--- src/rtl/serial_add_ctrl_if.sv ---
// Handshake bundle between the operand producer, the serial adder and the
// result consumer. The producer/consumer side uses the master modport, the
// adder uses the slave modport.
interface serial_add_ctrl_if #(
  parameter int WIDTH = 8
);
  logic             in_valid;
  logic             in_ready;
  logic [WIDTH-1:0] a;
  logic [WIDTH-1:0] b;
  logic             cin;
  logic             out_valid;
  logic             out_ready;
  logic [WIDTH-1:0] sum;
  logic             cout;

  modport master (
    output in_valid, a, b, cin, out_ready,
    input  in_ready, out_valid, sum, cout
  );

  modport slave (
    input  in_valid, a, b, cin, out_ready,
    output in_ready, out_valid, sum, cout
  );
endinterface

--- src/rtl/full_adder.sv ---
// One-bit full adder cell: the single arithmetic element that the serial
// controller reuses for every bit position.
module full_adder (
  output logic sum,
  output logic cout,
  input  logic a,
  input  logic b,
  input  logic cin
);
  assign sum  = a ^ b ^ cin;
  assign cout = (a & b) | (cin & (a ^ b));
endmodule

--- src/rtl/serial_add_ctrl.sv ---
// Bit-serial adder controller. One full_adder is stepped over WIDTH cycles,
// LSB first, with operand shift registers feeding it and a result register
// collecting sum bits from the MSB end. Valid/ready on both sides; the result
// is presented in DONE and held until the consumer takes it.
module serial_add_ctrl #(
  parameter int WIDTH = 8
) (
  input  logic                  clk,
  input  logic                  rst_n,
  serial_add_ctrl_if.slave      bus,
  output logic                  busy
);

  // Counter must be able to hold WIDTH-1; $clog2(WIDTH+1) keeps it >= 1 bit
  // even when WIDTH is 1.
  localparam int CW = $clog2(WIDTH + 1);

  typedef enum logic [1:0] {
    IDLE = 2'd0,
    RUN  = 2'd1,
    DONE = 2'd2
  } state_t;

  state_t state_r;
  state_t state_s;

  // Datapath registers
  logic [WIDTH-1:0] a_sh_r;
  logic [WIDTH-1:0] b_sh_r;
  logic [WIDTH-1:0] res_r;
  logic             carry_r;
  logic [CW-1:0]    cnt_r;

  // Registered handshake/status outputs and their next values
  logic in_ready_r;
  logic out_valid_r;
  logic busy_r;
  logic in_ready_s;
  logic out_valid_s;
  logic busy_s;

  // Full-adder hookup
  logic fa_sum_s;
  logic fa_cout_s;

  logic accept_s;
  logic last_bit_s;

  // The only arithmetic cell: operand LSBs plus the running carry.
  full_adder u_fa (
    .sum  (fa_sum_s),
    .cout (fa_cout_s),
    .a    (a_sh_r[0]),
    .b    (b_sh_r[0]),
    .cin  (carry_r)
  );

  assign accept_s   = bus.in_valid && in_ready_r;
  assign last_bit_s = (cnt_r == CW'(WIDTH - 1));

  // State register plus registered copies of the decoded outputs, so the
  // handshake pins come straight from flops.
  always_ff @(posedge clk or negedge rst_n) begin
    if (!rst_n) begin
      state_r     <= IDLE;
      in_ready_r  <= 1'b1;
      out_valid_r <= 1'b0;
      busy_r      <= 1'b0;
    end else begin
      state_r     <= state_s;
      in_ready_r  <= in_ready_s;
      out_valid_r <= out_valid_s;
      busy_r      <= busy_s;
    end
  end

  // Next-state logic: accept in IDLE, step WIDTH bits in RUN, wait for the
  // consumer in DONE. No bypass from DONE straight into a new accept.
  always_comb begin
    state_s = state_r;
    case (state_r)
      IDLE: begin
        if (accept_s) begin
          state_s = RUN;
        end else begin
          state_s = IDLE;
        end
      end
      RUN: begin
        if (last_bit_s) begin
          state_s = DONE;
        end else begin
          state_s = RUN;
        end
      end
      DONE: begin
        if (bus.out_ready) begin
          state_s = IDLE;
        end else begin
          state_s = DONE;
        end
      end
      default: begin
        state_s = IDLE;
      end
    endcase
  end

  // Output decode from the next state; the flops above make these visible in
  // the cycle that the state is entered.
  always_comb begin
    in_ready_s  = 1'b0;
    out_valid_s = 1'b0;
    busy_s      = 1'b0;
    case (state_s)
      IDLE: begin
        in_ready_s = 1'b1;
      end
      RUN: begin
        busy_s = 1'b1;
      end
      DONE: begin
        out_valid_s = 1'b1;
        busy_s      = 1'b1;
      end
      default: begin
        in_ready_s = 1'b1;
      end
    endcase
  end

  // Datapath: load on accept, shift one bit per RUN cycle, hold otherwise so
  // sum/cout stay frozen for the whole of DONE.
  always_ff @(posedge clk or negedge rst_n) begin
    if (!rst_n) begin
      a_sh_r  <= {WIDTH{1'b0}};
      b_sh_r  <= {WIDTH{1'b0}};
      res_r   <= {WIDTH{1'b0}};
      carry_r <= 1'b0;
      cnt_r   <= {CW{1'b0}};
    end else begin
      case (state_r)
        IDLE: begin
          if (accept_s) begin
            a_sh_r  <= bus.a;
            b_sh_r  <= bus.b;
            carry_r <= bus.cin;
            cnt_r   <= {CW{1'b0}};
          end
        end
        RUN: begin
          // Sum bit enters at the MSB; after WIDTH shifts bit 0 of the
          // result sits at the LSB.
          res_r   <= (res_r >> 1) | (WIDTH'(fa_sum_s) << (WIDTH - 1));
          a_sh_r  <= a_sh_r >> 1;
          b_sh_r  <= b_sh_r >> 1;
          carry_r <= fa_cout_s;
          cnt_r   <= cnt_r + CW'(1);
        end
        DONE: begin
          cnt_r <= cnt_r;
        end
        default: begin
          cnt_r <= {CW{1'b0}};
        end
      endcase
    end
  end

  assign bus.in_ready  = in_ready_r;
  assign bus.out_valid = out_valid_r;
  assign bus.sum       = res_r;
  assign bus.cout      = carry_r;
  assign busy          = busy_r;

endmodule
--- src/flat_wrapper.sv ---
// flat-port wrapper written by rule: the top's interface ports become plain ports
module serial_add_ctrl_flat 
#(
  parameter int WIDTH = 8
)
  (clk, rst_n, busy, bus_in_valid, bus_a, bus_b, bus_cin, bus_out_ready, bus_in_ready, bus_out_valid, bus_sum, bus_cout);
  serial_add_ctrl_if #(.WIDTH(WIDTH)) bus_i ();
  input  logic clk;
  input  logic rst_n;
  output logic busy;
  input wire logic [$bits(bus_i.in_valid)-1:0] bus_in_valid;
  input wire logic [$bits(bus_i.a)-1:0] bus_a;
  input wire logic [$bits(bus_i.b)-1:0] bus_b;
  input wire logic [$bits(bus_i.cin)-1:0] bus_cin;
  input wire logic [$bits(bus_i.out_ready)-1:0] bus_out_ready;
  output wire logic [$bits(bus_i.in_ready)-1:0] bus_in_ready;
  output wire logic [$bits(bus_i.out_valid)-1:0] bus_out_valid;
  output wire logic [$bits(bus_i.sum)-1:0] bus_sum;
  output wire logic [$bits(bus_i.cout)-1:0] bus_cout;
  assign bus_i.in_valid = bus_in_valid;
  assign bus_i.a = bus_a;
  assign bus_i.b = bus_b;
  assign bus_i.cin = bus_cin;
  assign bus_i.out_ready = bus_out_ready;
  assign bus_in_ready = bus_i.in_ready;
  assign bus_out_valid = bus_i.out_valid;
  assign bus_sum = bus_i.sum;
  assign bus_cout = bus_i.cout;
  serial_add_ctrl #(.WIDTH(WIDTH)) u_core (.clk(clk), .rst_n(rst_n), .bus(bus_i), .busy(busy));
endmodule
--- config.mk ---
export PLATFORM = sky130hd
export DESIGN_NAME = serial_add_ctrl_flat
export DESIGN_NICKNAME = d
export VERILOG_FILES = /design/src/rtl/serial_add_ctrl_if.sv /design/src/rtl/full_adder.sv /design/src/rtl/serial_add_ctrl.sv /design/src/flat_wrapper.sv
export SDC_FILE = /design/constraint.sdc
export NUM_CORES = 1
export LEC_CHECK = 0
export ABC_AREA = 1
export ABC_CLOCK_PERIOD_IN_PS = 1900
export CORE_MARGIN = 2
export CORE_UTILIZATION = 50
export CTS_CLUSTER_DIAMETER = 30
export DETAILED_ROUTE_END_ITERATION = 8
export HOLD_SLACK_MARGIN = 0.03
export MAX_ROUTING_LAYER = met4
export PLACE_DENSITY = 0.78
export RECOVER_POWER = 25
export SLEW_MARGIN = 20
export SYNTH_ARGS = -nofsm -noshare
export SYNTH_HDL_FRONTEND = slang
export SYNTH_SLANG_ARGS = --single-unit
--- constraint.sdc ---
create_clock -name clk -period 1.9 [get_ports clk]
set_clock_uncertainty 0.05 [all_clocks]
set_input_delay 0.475 -clock clk [delete_from_list [all_inputs] [get_ports clk]]
set_output_delay 0.475 -clock clk [all_outputs]
set_load 0.01 [all_outputs]
-- Word-level counts from Yosys, hierarchy flattened
Cells that the tools add are included.
- register bits: 34
- input port bits: 21
- logic and storage cells: 44
- add/sub/neg operators: 1
- eq/ne operators: 6
- muxes and demuxes: 15
- bitwise operators: 7
- reductions and logical operators: 6
- operators by type and width (operator ; number):
    8-bit case mux with 2 select lines ; 2
    8-bit 2-to-1 mux ; 2
    4-bit case mux with 3 select lines ; 1
    7-bit by 8-bit bitwise OR with 8-bit output ; 1
    2-bit case mux with 3 select lines ; 1
    1-bit 2-to-1 mux ; 5
    4-bit by 1-bit adder with 4-bit output (second input constant) ; 1
    2-bit by 1-bit == test with 1-bit output (second input constant) ; 2
    2-bit == test (second input constant) ; 2
    4-bit by 3-bit == test with 1-bit output (second input constant) ; 1
    2-bit 2-to-1 mux ; 2
    4-bit 2-to-1 mux ; 1
    2-bit AND reduction ; 2
    1-bit AND ; 2
    2-bit logical NOT ; 1
    2-bit by 1-bit inequality test with 1-bit output (second input constant) ; 1
    1-bit case mux with 2 select lines ; 1
    2-bit nonzero test ; 1
    2-bit OR reduction ; 1
    1-bit XOR ; 2
    1-bit logical AND ; 1
    1-bit NOT ; 1
    1-bit bitwise OR ; 1

-- Logic depth before layout (Yosys ltp)
Gate-level depths: netlist of run 1.
- depth after elaboration: 6
- gate-level depth with buffers: 8
- gate-level depth less buffers: 8

-- Modules after synthesis
A second synthesis of run 1 with hierarchy kept.
- cell total of the unflattened synthesis: 194
- area total of the unflattened synthesis: 1595.3 um^2
- modules (own cells, without submodules) (module ; times used ; cells an instance ; area each (um^2) ; sequential area each (um^2)):
    serial_add_ctrl ; 1 ; 193 ; 1575.3 ; 852.1
    full_adder ; 1 ; 1 ; 20.0 ; 0.0

-- Worst setup path after synthesis of run 1
No wires, ideal clock.
- path kind: reg-to-reg
- start: register u_core.state_r[0]
- end: register u_core.busy_r (netlist: u_core.busy)
- arrival time: 1260 ps
- path slack: 475 ps
- stages on the path, launching flop included: 7
- cell sequence: dfrtp_1 > buf_2 > buf_2 > o21ai_0 > inv_1 > ha_1 > inv_1
- longest elaborated chain between the ends: 5
- elaborated cells between the ends (all ways): 8
- classes of those cells: eq/ne: 4; mux: 2; reduce/logical: 2
- RTL lines (element ; RTL line ; source):
    start: declaration ; serial_add_ctrl.sv:24 ; state_t state_r;
    start signal: assignment ; serial_add_ctrl.sv:70 ; state_r <= state_s;
    2-bit == test, or another cell as far along ; serial_add_ctrl.sv:81 ; case (state_r)
    2-bit case mux with 3 select lines * ; serial_add_ctrl.sv:81 ;
    net u_core.state_s[0] ; serial_add_ctrl.sv:25 ; state_t state_s;
    2-bit by 1-bit == test with 1-bit output or 2-bit == test (tied branches) ; serial_add_ctrl.sv:115 ; case (state_s)
    2-bit OR reduction (no line) * ; - ;
    1-bit 2-to-1 mux * ; serial_add_ctrl.sv:115 ;
    net u_core.busy_s ; serial_add_ctrl.sv:40 ; logic busy_s;
    end signal: assignment ; serial_add_ctrl.sv:73 ; busy_r <= busy_s;
    end: declaration ; serial_add_ctrl.sv:37 ; logic busy_r;
The timed path passes the listed nets; every way through them passes the cells marked *.
A chain may end at the register's enable or synchronous reset.

-- Final worst setup path of run 1
- start: register u_core.res_r[7] (netlist: u_core.bus.sum[7])
- end: output port bus_sum[7]
- RTL lines (element ; RTL line ; source):
    start: declaration ; serial_add_ctrl.sv:30 ; logic [WIDTH-1:0] res_r;
    start signal: assignment ; serial_add_ctrl.sv:138 ; res_r <= {WIDTH{1'b0}};
    start signal: assignment ; serial_add_ctrl.sv:154 ; res_r <= (res_r >> 1) | (WIDTH'(fa_sum_s) << (WIDTH - 1));
    end: declaration ; flat_wrapper.sv:18 ; output wire logic [$bits(bus_i.sum)-1:0] bus_sum;
No word-level cell between the ends.

==> reports/results.tsv, run 1 <==
metric	value	unit
grt_max_degree	35	
grt_pass1_vias	1173	
route.antenna.remaining_nets	0	
distinct_cell_type_count_after_synthesis	18	
worst_setup_hold_path_clk_slew	100	ps
cp-start-kind	flip-flop	
fin_worst_hold_slack	430	ps
yosys_warnings	0	
cts_root_buf	clkbuf_4	
path_max_fanout	3	
final_util	67.5	%
clock_tree_from_tritoncts	yes	
detailed_place.area	2000	um^2
finalHoldViolations	0	
hold_buffers	0	
synth_cells	194	
period_share	94.5	%
cts_inserted_buffers	5	
layout.cell_area.non_filler	2060	um^2
max_incr_delay_on_cp	550	ps
syn_to_final_growth	29.1	%
synth_fp_nets	218	
die_area	3660	um^2
finalWirelength	2960	um
max-clock-path-buffers	2	
route.detailed.drc	0	
cp_slowest_cell	clkdlybuf4s50_1	
rows	20	
post-layout-total-power	3220	uW
yosysSeqAreaShare	53.4	%
clk_latency	340	ps
synth_fa_ha_area_share	2.82	%
critPathRequiredTime	1370	ps
global_route_wire_length_before_repair	5020	um
synth-async-reset-ratio	100	%
power.static_leakage	0.00106	uW
multi_input_area	657	um^2
floorplan.initialDensity	52.3	%
yosys-mux-area-fraction	0	%
cp_data_arrival_time	1270	ps
maxCapViolations	0	
grt_antenna_before_repair	0	
timing.critical_path.buf_inv	1	
worstHoldPathType	flip-flop to flip-flop	
timing_worst_slew_pin_value	811	ps
synthesized_area_fraction_occupied_by_xor_and_xnor_cells	0.549	%
core	3050	um^2
max_fclk	557	MHz
finalMaxSlewViolations	0	
port_buffers	32	
layout.area.seq	852	um^2
groute.usage.overall	19.2	%
synth_edf_count	0	
mean_post_synth_cell_area	8.22	um^2
ys_ff_latch	34	
count_of_h_tree_levels_built_during_cts	2	
dr_total_vias	1341	
synth_top_family_by_area	simple AND/OR/NAND/NOR gates	
drc_marker_count_from_the_first_detailed_route_iteration	62	
max_vdd_drop	0.000892	V
globalplace.congestion	0.765	
fill_cells	274	
critPathCaptureType	output port	
post_drt_wl_per_cell	10.7	um
nets	257	
synth-compound-area-share	3.22	%
layout-drive-gt1-share	8.97	%
io_pins	33	
drt_pass1_iterations	4	
setup-violations-final	0	
synthFlopType	dfrtp_1	
cellPowerDensity	1560	nW/um^2
insertedDiodeCount	0	
crit_path_leading_delay_family	buffers and inverters	
tritoncts_num_sinks	34	
final_period_minus_worst_setup_slack	1790	ps
globalRouteOverflowTotal	0	
status	finished, final reports clean	
criticalPathCategory	flip-flop to output port	
crit_path_cell_trace	clkdlybuf4s50_1	
via_per_inst	4.82	
synthesis.area	1600	um^2
grt_setup_unrepaired	no	
synth_simple_gate_area_share	34.6	%
die_width	60.5	um
dpl.hpwl	2080	um
die_height	60.5	um
max_slew_margin	45.9	%
[power breakdown]
group          leakage [uW]  switching, uW  internal [uW]
sequential         0.000431            210           1040
clock             0.0000353            232            179
combinational      0.000596            846            709
[cells in the final DEF, fill, tap and decap left out, drive strengths merged]
cell type        n
buf              7
xnor2            1
inv              9
nand2          102
o22ai            1
nor2             3
dfstp            1
dfrtp           33
nand3           23
dlygate4sd3      1
dlygate4sd2      1
clkinv           1
clkdlybuf4s50   30
clkbuf           8
nand4            1
o21ai            9
fa               1
ha               2
[metal layers]
layer	wire [um]	global-route usage (%)
met5	0	-
met4	49	9.01
met3	153	4.05
met2	1360	28.4
met1	1390	25.3
[final timing paths]
check | slack [ps] | start | cells past startpoint | to
min reg2reg | 430 | u_core.b_sh_r[4] | 2 | u_core.b_sh_r[4]
max in group asynchronous | 590 | rst_n | 2 | u_core.b_sh_r[5]
min in group asynchronous | 690 | rst_n | 2 | u_core.bus.sum[4]
max | 110 | u_core.bus.sum[7] | 1 | bus_sum[7]
max reg2reg | 270 | u_core.state_r[1] | 8 | u_core.busy
min | 430 | u_core.b_sh_r[4] | 2 | u_core.b_sh_r[4]
[Yosys cell counts, types with 2 or more instances]
cell type / instances / share of area [%]
buf_2: 6 / 1.9
buf_6: 2 / 1.4
dfrtp_1: 33 / 52
ha_1: 2 / 1.6
inv_1: 7 / 1.6
inv_2: 2 / 0.47
nand2_1: 101 / 24
nand3_1: 22 / 6.9
nor2_1: 2 / 0.47
o21ai_0: 9 / 2.8
[through the flow]
stage	instances	TNS, ps	worst slack, ps
floorplan	194	0	475
global placement	269	0	44.3
detailed placement	269	-11.7	-11.7
CTS	277	0	26.4
global route	278	0	30.1
finish	278	0	105
[logic make-up after synthesis]
group,after synthesis
AND/OR/NAND/NOR,129
AO/OA/AOI/OAI,10
XOR/XNOR,1
buffers and inverters,17
adder cells (fa/ha/maj),3
flip-flops,34
[sequential cells by signal (all words and copies together), names as in the netlist]
| register | cells |
|---|---|
| u_core.a_sh_r | 8 |
| u_core.bus.out_valid | 1 |
| u_core.bus.in_ready | 1 |
| u_core.bus.sum | 8 |
| u_core.cnt_r | 4 |
| u_core.b_sh_r | 8 |
| u_core.bus.cout | 1 |
| u_core.state_r | 2 |
| u_core.busy | 1 |
[area by class of cell]
class | instances | share of cell area (%)
Clock buffer | 7 | 2.67
Clock inverter | 1 | 0.243
Inverter | 9 | 1.64
Multi-Input combinational cell | 143 | 31.9
Sequential cell | 34 | 41.4
Tap cell | 44 | 2.67
Timing Repair Buffer | 40 | 19.5
[what timing repair did]
| action | in CTS | in global routing |
|---|---|---|
| endpoints found under the setup margin | 1 | 1 |
| gates resized for setup | 1 | 0 |
| buffers inserted | 0 | 1 |
| endpoints found under the hold margin | 0 | 0 |
| cloned | 0 | 0 |
No activity file was read; power rests on OpenSTA's default activity.
==> run 2, diff against run 1 <==
--- a/config.mk
+++ b/config.mk
@@ -11,10 +11,12 @@
 export CORE_UTILIZATION = 50
 export CTS_CLUSTER_DIAMETER = 30
 export DETAILED_ROUTE_END_ITERATION = 8
+export GPL_ROUTABILITY_DRIVEN = 0
 export HOLD_SLACK_MARGIN = 0.03
 export MAX_ROUTING_LAYER = met4
 export PLACE_DENSITY = 0.78
 export RECOVER_POWER = 25
+export SETUP_SLACK_MARGIN = 0.1
 export SLEW_MARGIN = 20
 export SYNTH_ARGS = -nofsm -noshare
 export SYNTH_HDL_FRONTEND = slang
==> run 2 against run 1 <==
Maximum frequency rose by 3.1%. First-iteration DRC count rose by 8.1%. Non-clock buffer count rose by 1. Utilization rose by 0.82 points. Cell count rose by 0.36%. Clock power barely moved. Flip-flop and latch count did not move. Via count rose by 0.45%. Wire length rose by 1.1%. Die area did not move. Critical endpoint is now bus_sum[4].
==> reports/results.tsv, run 2 (synthesis results as in run 1) <==
metric	value	unit
dr_total_vias	1347	
finalHoldViolations	0	
floorplan.initialDensity	52.3	%
drt_pass1_iterations	4	
count_of_h_tree_levels_built_during_cts	2	
layout.cells.most_common_list	101 x nand2_1, 33 x dfrtp_1, 23 x clkdlybuf4s50_1	
criticalPathCategory	flip-flop to output port	
post_drt_wl_per_cell	10.7	um
route.detailed.drc	0	
timing.critical_path.buf_inv	1	
maxCapViolations	0	
setup-violations-final	0	
ff2ff_path_depth	8	
cp_slowest_cell	clkdlybuf4s50_1	
holdPathStages	2	
power.static_leakage	0.00116	uW
core	3050	um^2
critPathCaptureType	output port	
status	finished, final reports clean	
rows	20	
finalWirelength	2990	um
finalMaxSlewViolations	0	
drc_marker_count_from_the_first_detailed_route_iteration	67	
route.antenna.remaining_nets	0	
cellPowerDensity	1540	nW/um^2
holdPathEnd	u_core.b_sh_r[4]	
global_route_wire_length_before_repair	5050	um
max-clock-path-buffers	2	
dpl.hpwl	2080	um
final_period_minus_worst_setup_slack	1740	ps
grt_pass1_vias	1182	
final_common_cell	nand2_1	
cp_data_arrival_time	1220	ps
fin_worst_hold_slack	431	ps
grt_antenna_before_repair	0	
clock_tree_from_tritoncts	yes	
worst_setup_hold_path_clk_slew	100	ps
post-layout-total-power	3220	uW
clk_latency	330	ps
max_slew_margin	45.8	%
grt_max_degree	35	
max_fclk	574	MHz
globalRouteOverflowTotal	0	
max_vdd_drop	0.000896	V
syn_to_final_growth	30.7	%
path_max_fanout	2	
worst-r2r-setup-slack	260	ps
nets	258	
worstHoldPathType	flip-flop to flip-flop	
cp-start-kind	flip-flop	
hold_buffers	0	
tritoncts_num_sinks	34	
layout-drive-gt1-share	9.36	%
crit_path_cell_trace	clkdlybuf4s50_1	
grt_setup_unrepaired	no	
timing_worst_slew_pin_value	813	ps
critical_path.reg2reg.startpoint	u_core.state_r[1]	
crit_path_leading_delay_family	buffers and inverters	
die_height	60.5	um
die_area	3660	um^2
via_per_inst	4.83	
worst_r2r_endpoint	u_core.busy	
groute.usage.overall	19.3	%
port_buffers	32	
cts_inserted_buffers	5	
cts_root_buf	clkbuf_4	
max_incr_delay_on_cp	530	ps
die_width	60.5	um
period_share	91.6	%
critPathRequiredTime	1370	ps
io_pins	33	
insertedDiodeCount	0	
worstHoldStart	u_core.b_sh_r[4]	
==> run 2: changes by cell type in the layout (fill, tap and decap cells not counted) <==
cell             before  now
buf_4                 5    6
clkdlybuf4s50_1      30   23
dlymetal6s2s_1        0    7
==> run 2: layout make-up <==
cell class	instances	area, um^2
fill	267	968
sequential	34	852
multi-input combinational	143	657
timing repair buffer	41	427
clock buffer	7	55.1
tap	44	55.1
inverter	9	33.8
clock inverter	1	5.00
==> run 2: how the worst max path moves through the flow <==
stage / from / end / slack [ps] / cells after the start
final: u_core.bus.sum[4] / bus_sum[4] / 160 / 1
after global routing: u_core.bus.sum[4] / bus_sum[4] / 110 / 1
after CTS: u_core.bus.cout / bus_cout / 100 / 1
after detailed placement: bus_in_valid / u_core.busy / -10 / 6
after global placement: bus_in_valid / u_core.busy / 40 / 6
after floorplan: u_core.state_r[0] / u_core.busy / 480 / 6
==> run 2: what timing repair did <==
item,4_1_cts,5_1_grt
gates resized for setup,1,7
buffers inserted,2,0
cloned,0,0
setup endpoints to repair,3,7
==> run 2: per-stage QoR <==
stage	util (%)	setup WS, ps	cell area [um^2]	std cells	TNS [ps]
after floorplan	-	475	1600	194	0
after global placement	65.4	44.3	2000	269	0
after detailed placement	65.4	-11.7	2000	269	-11.7
after CTS	67.8	102	2070	279	0
after global routing	68.3	105	2080	279	0
final	68.3	159	2080	279	0
==> run 2: power by group <==
group	internal (uW)	total [uW]	leakage [uW]	switching (uW)
logic	705	1560	0.000695	856
clock network	179	410	0.0000353	231
registers	1040	1250	0.000431	206
==> run 2: per-layer routing <==
metal | track usage (%) | wire, um | vias to the layer above
met5 | - | 0 | -
met4 | 9.01 | 46 | 0
met2 | 28.9 | 1380 | 37
met1 | 25.3 | 1440 | 617
met3 | 4.05 | 128 | 5
li1 | - | - | 688
==> edit (settings of run 1) <==
Reset style: synchronous (`rst_n`), changed in 2 clocked blocks.
--- a/src/rtl/serial_add_ctrl.sv
+++ b/src/rtl/serial_add_ctrl.sv
@@ -60,7 +60,7 @@
 
   // State register plus registered copies of the decoded outputs, so the
   // handshake pins come straight from flops.
-  always_ff @(posedge clk or negedge rst_n) begin
+  always_ff @(posedge clk) begin
     if (!rst_n) begin
       state_r     <= IDLE;
       in_ready_r  <= 1'b1;
@@ -131,7 +131,7 @@
 
   // Datapath: load on accept, shift one bit per RUN cycle, hold otherwise so
   // sum/cout stay frozen for the whole of DONE.
-  always_ff @(posedge clk or negedge rst_n) begin
+  always_ff @(posedge clk) begin
     if (!rst_n) begin
       a_sh_r  <= {WIDTH{1'b0}};
       b_sh_r  <= {WIDTH{1'b0}};
Function: differs if rst_n is asserted again (counterexample within 4 cycles, from zero or initial values and one cycle with rst_n low); with rst_n held inactive, the same outputs for 10 cycles.
==> edit against run 1 <==
The run now ends with design-rule violations left; maximum frequency fell by 0.71%; worst setup slack got worse by 0.013 ns; register-to-register slack got worse by 0.05 ns; via count did not move; critical path depth did not move; wire length rose by 0.51%; area after synthesis fell by 5.8%; utilization rose by 0.52 points; first-iteration DRC count fell by 52%; sequential cell count did not move; design area fell by 7.4%; highest routed layer unchanged.
Power is not compared: it rests on default switching activity, and its combinational part moved more than twofold at a synthesized area within 25%.
==> edit: results (changes against run 1) <==
Worst Max-Slew Pin Slew: 0.426 ns (-0.385 ns)
final wirelength: 2980 um (+0.51%)
clk_lat worst skew: 0.34 ns (about the same)
number of CTS-inserted buffers: 5 (unchanged)
Hold Startpoint: u_core.a_sh_r[7]
Post-Syn Nets: 231 (+6.0%)
post-synthesis adder-cell area fraction: 3.00% (+0.17 points)
Placer Congestion: 0.863 (+13%)
share of layout cells above drive strength 1: 10.2% (+1.3 points)
RR Startpoint: u_core.cnt_r[0]
Ys Warns: 0 (unchanged)
sequential element share of the synthesized area: 45.3% (-8.1 points)
number of global-route vias before repair: 1,155 (-1.5%)
worst-path maximum fanout: 3 (unchanged)
Synth top cells by count: 51 x nand2_1, 51 x nor2_1, 34 x dfxtp_1, 21 x o21ai_0
Setup Buffers After CTS: 0 (unchanged)
failing checks: design-rule violations
Root Buffer: clkbuf_4
mux contribution to synthesized area: 0% (unchanged)
# DRC: 1 (+1)
H-tree depth: 2 (unchanged)
DRT iter0 DRCs: 30 (-52%)
final net count: 267 (+3.9%)
post-DP HPWL: 2010 um (-3.4%)
top cells by area, synth: dfxtp_1 45%, nand2_1 13%, nor2_1 13%
Synth cell types: 26 (+8)
Synth Area in XOR/XNOR: 0% (-0.55 points)
first-pass iteration count of the detailed router: 6 (+2)
Async SR Flop Fraction: 0% (-100 points)
post-place instance area: 0.00186 sq mm (-7.0%)
Critical Path Start: u_core.bus.cout
antenna cells: 0 (unchanged)
post-CTS sizing: 0 (-1)
maximum clock path buffer count: 2 (unchanged)
maximum VDD drop: 0.578 mV
status: finished, violations left
largest net degree at the start of global routing: 24 (-31%)
first-pass GRT wire length: 5140 um (+2.5%)
CP Data Arrival Time: 1.28 ns
Most used DFF post-synth: dfxtp_1
GRT Total Usage: 20.3% (+1.1 points)
Synth Area in Compound Gates: 10.9% (+7.7 points)
-- edit: metal layers --
layer	global-route usage, %	vias to the layer above	wire, um
met5	-	-	0
met4	7.79	0	34
met3	6.59	4	163
met2	28.9	31	1270
met1	26.7	581	1510
li1	-	725	-
-- edit: cells by family after synthesis --
kind of cell / Yosys count
AO/OA/AOI/OAI: 32
adder cells (fa/ha/maj): 3
buffers and inverters: 17
flip-flops: 34
AND/OR/NAND/NOR: 121
-- edit: worst paths after layout --
check | end | slack (ns) | cells past startpoint
min | u_core.a_sh_r[7] | 0.43 | 2
max | bus_cout | 0.09 | 1
max reg2reg | u_core.bus.in_ready | 0.22 | 7
min reg2reg | u_core.a_sh_r[7] | 0.43 | 2
-- edit: cell type report --
class	instances	area [sq um]
Sequential cell	34	681
Clock inverter	1	5.00
Fill cell	263	898
Tap cell	31	38.8
Multi-Input combinational cell	156	707
Timing Repair Buffer	38	388
Inverter	8	32.5
Clock buffer	7	55.1
-- edit: power breakdown --
part | internal (mW) | leakage [nW] | switching, mW
Clock | 0.179 | 0.0353 | 0.244
Sequential | 0.781 | 0.280 | 0.0441
Combinational | 0.167 | 0.537 | 0.176
-- edit: worst register-to-register path, cell delays in order, from the launching register on --
cell	delay (ns)
dfxtp_1	0.42
ha_1	0.22
nand3_1	0.12
or2_2	0.31
nand2_1	0.06
ha_1	0.22
nor2_1	0.13
inv_1	0.05
-- edit: metrics by stage --
| stage | hold WS, ns | TNS, ns | utilization [%] | instances | worst slack (ns) |
|---|---|---|---|---|---|
| after floorplan | 0.389 | 0 | - | 207 | 0.389 |
| after global routing | 0.454 | 0 | 68.0 | 275 | 0.0290 |
| after CTS | 0.432 | 0 | 68.3 | 275 | 0.0824 |
| after detailed placement | 0.415 | -0.0200 | 66.2 | 267 | -0.0200 |
| after global placement | 0.407 | 0 | 66.2 | 267 | 0.0387 |
| final | 0.426 | 0 | 68.0 | 275 | 0.0927 |
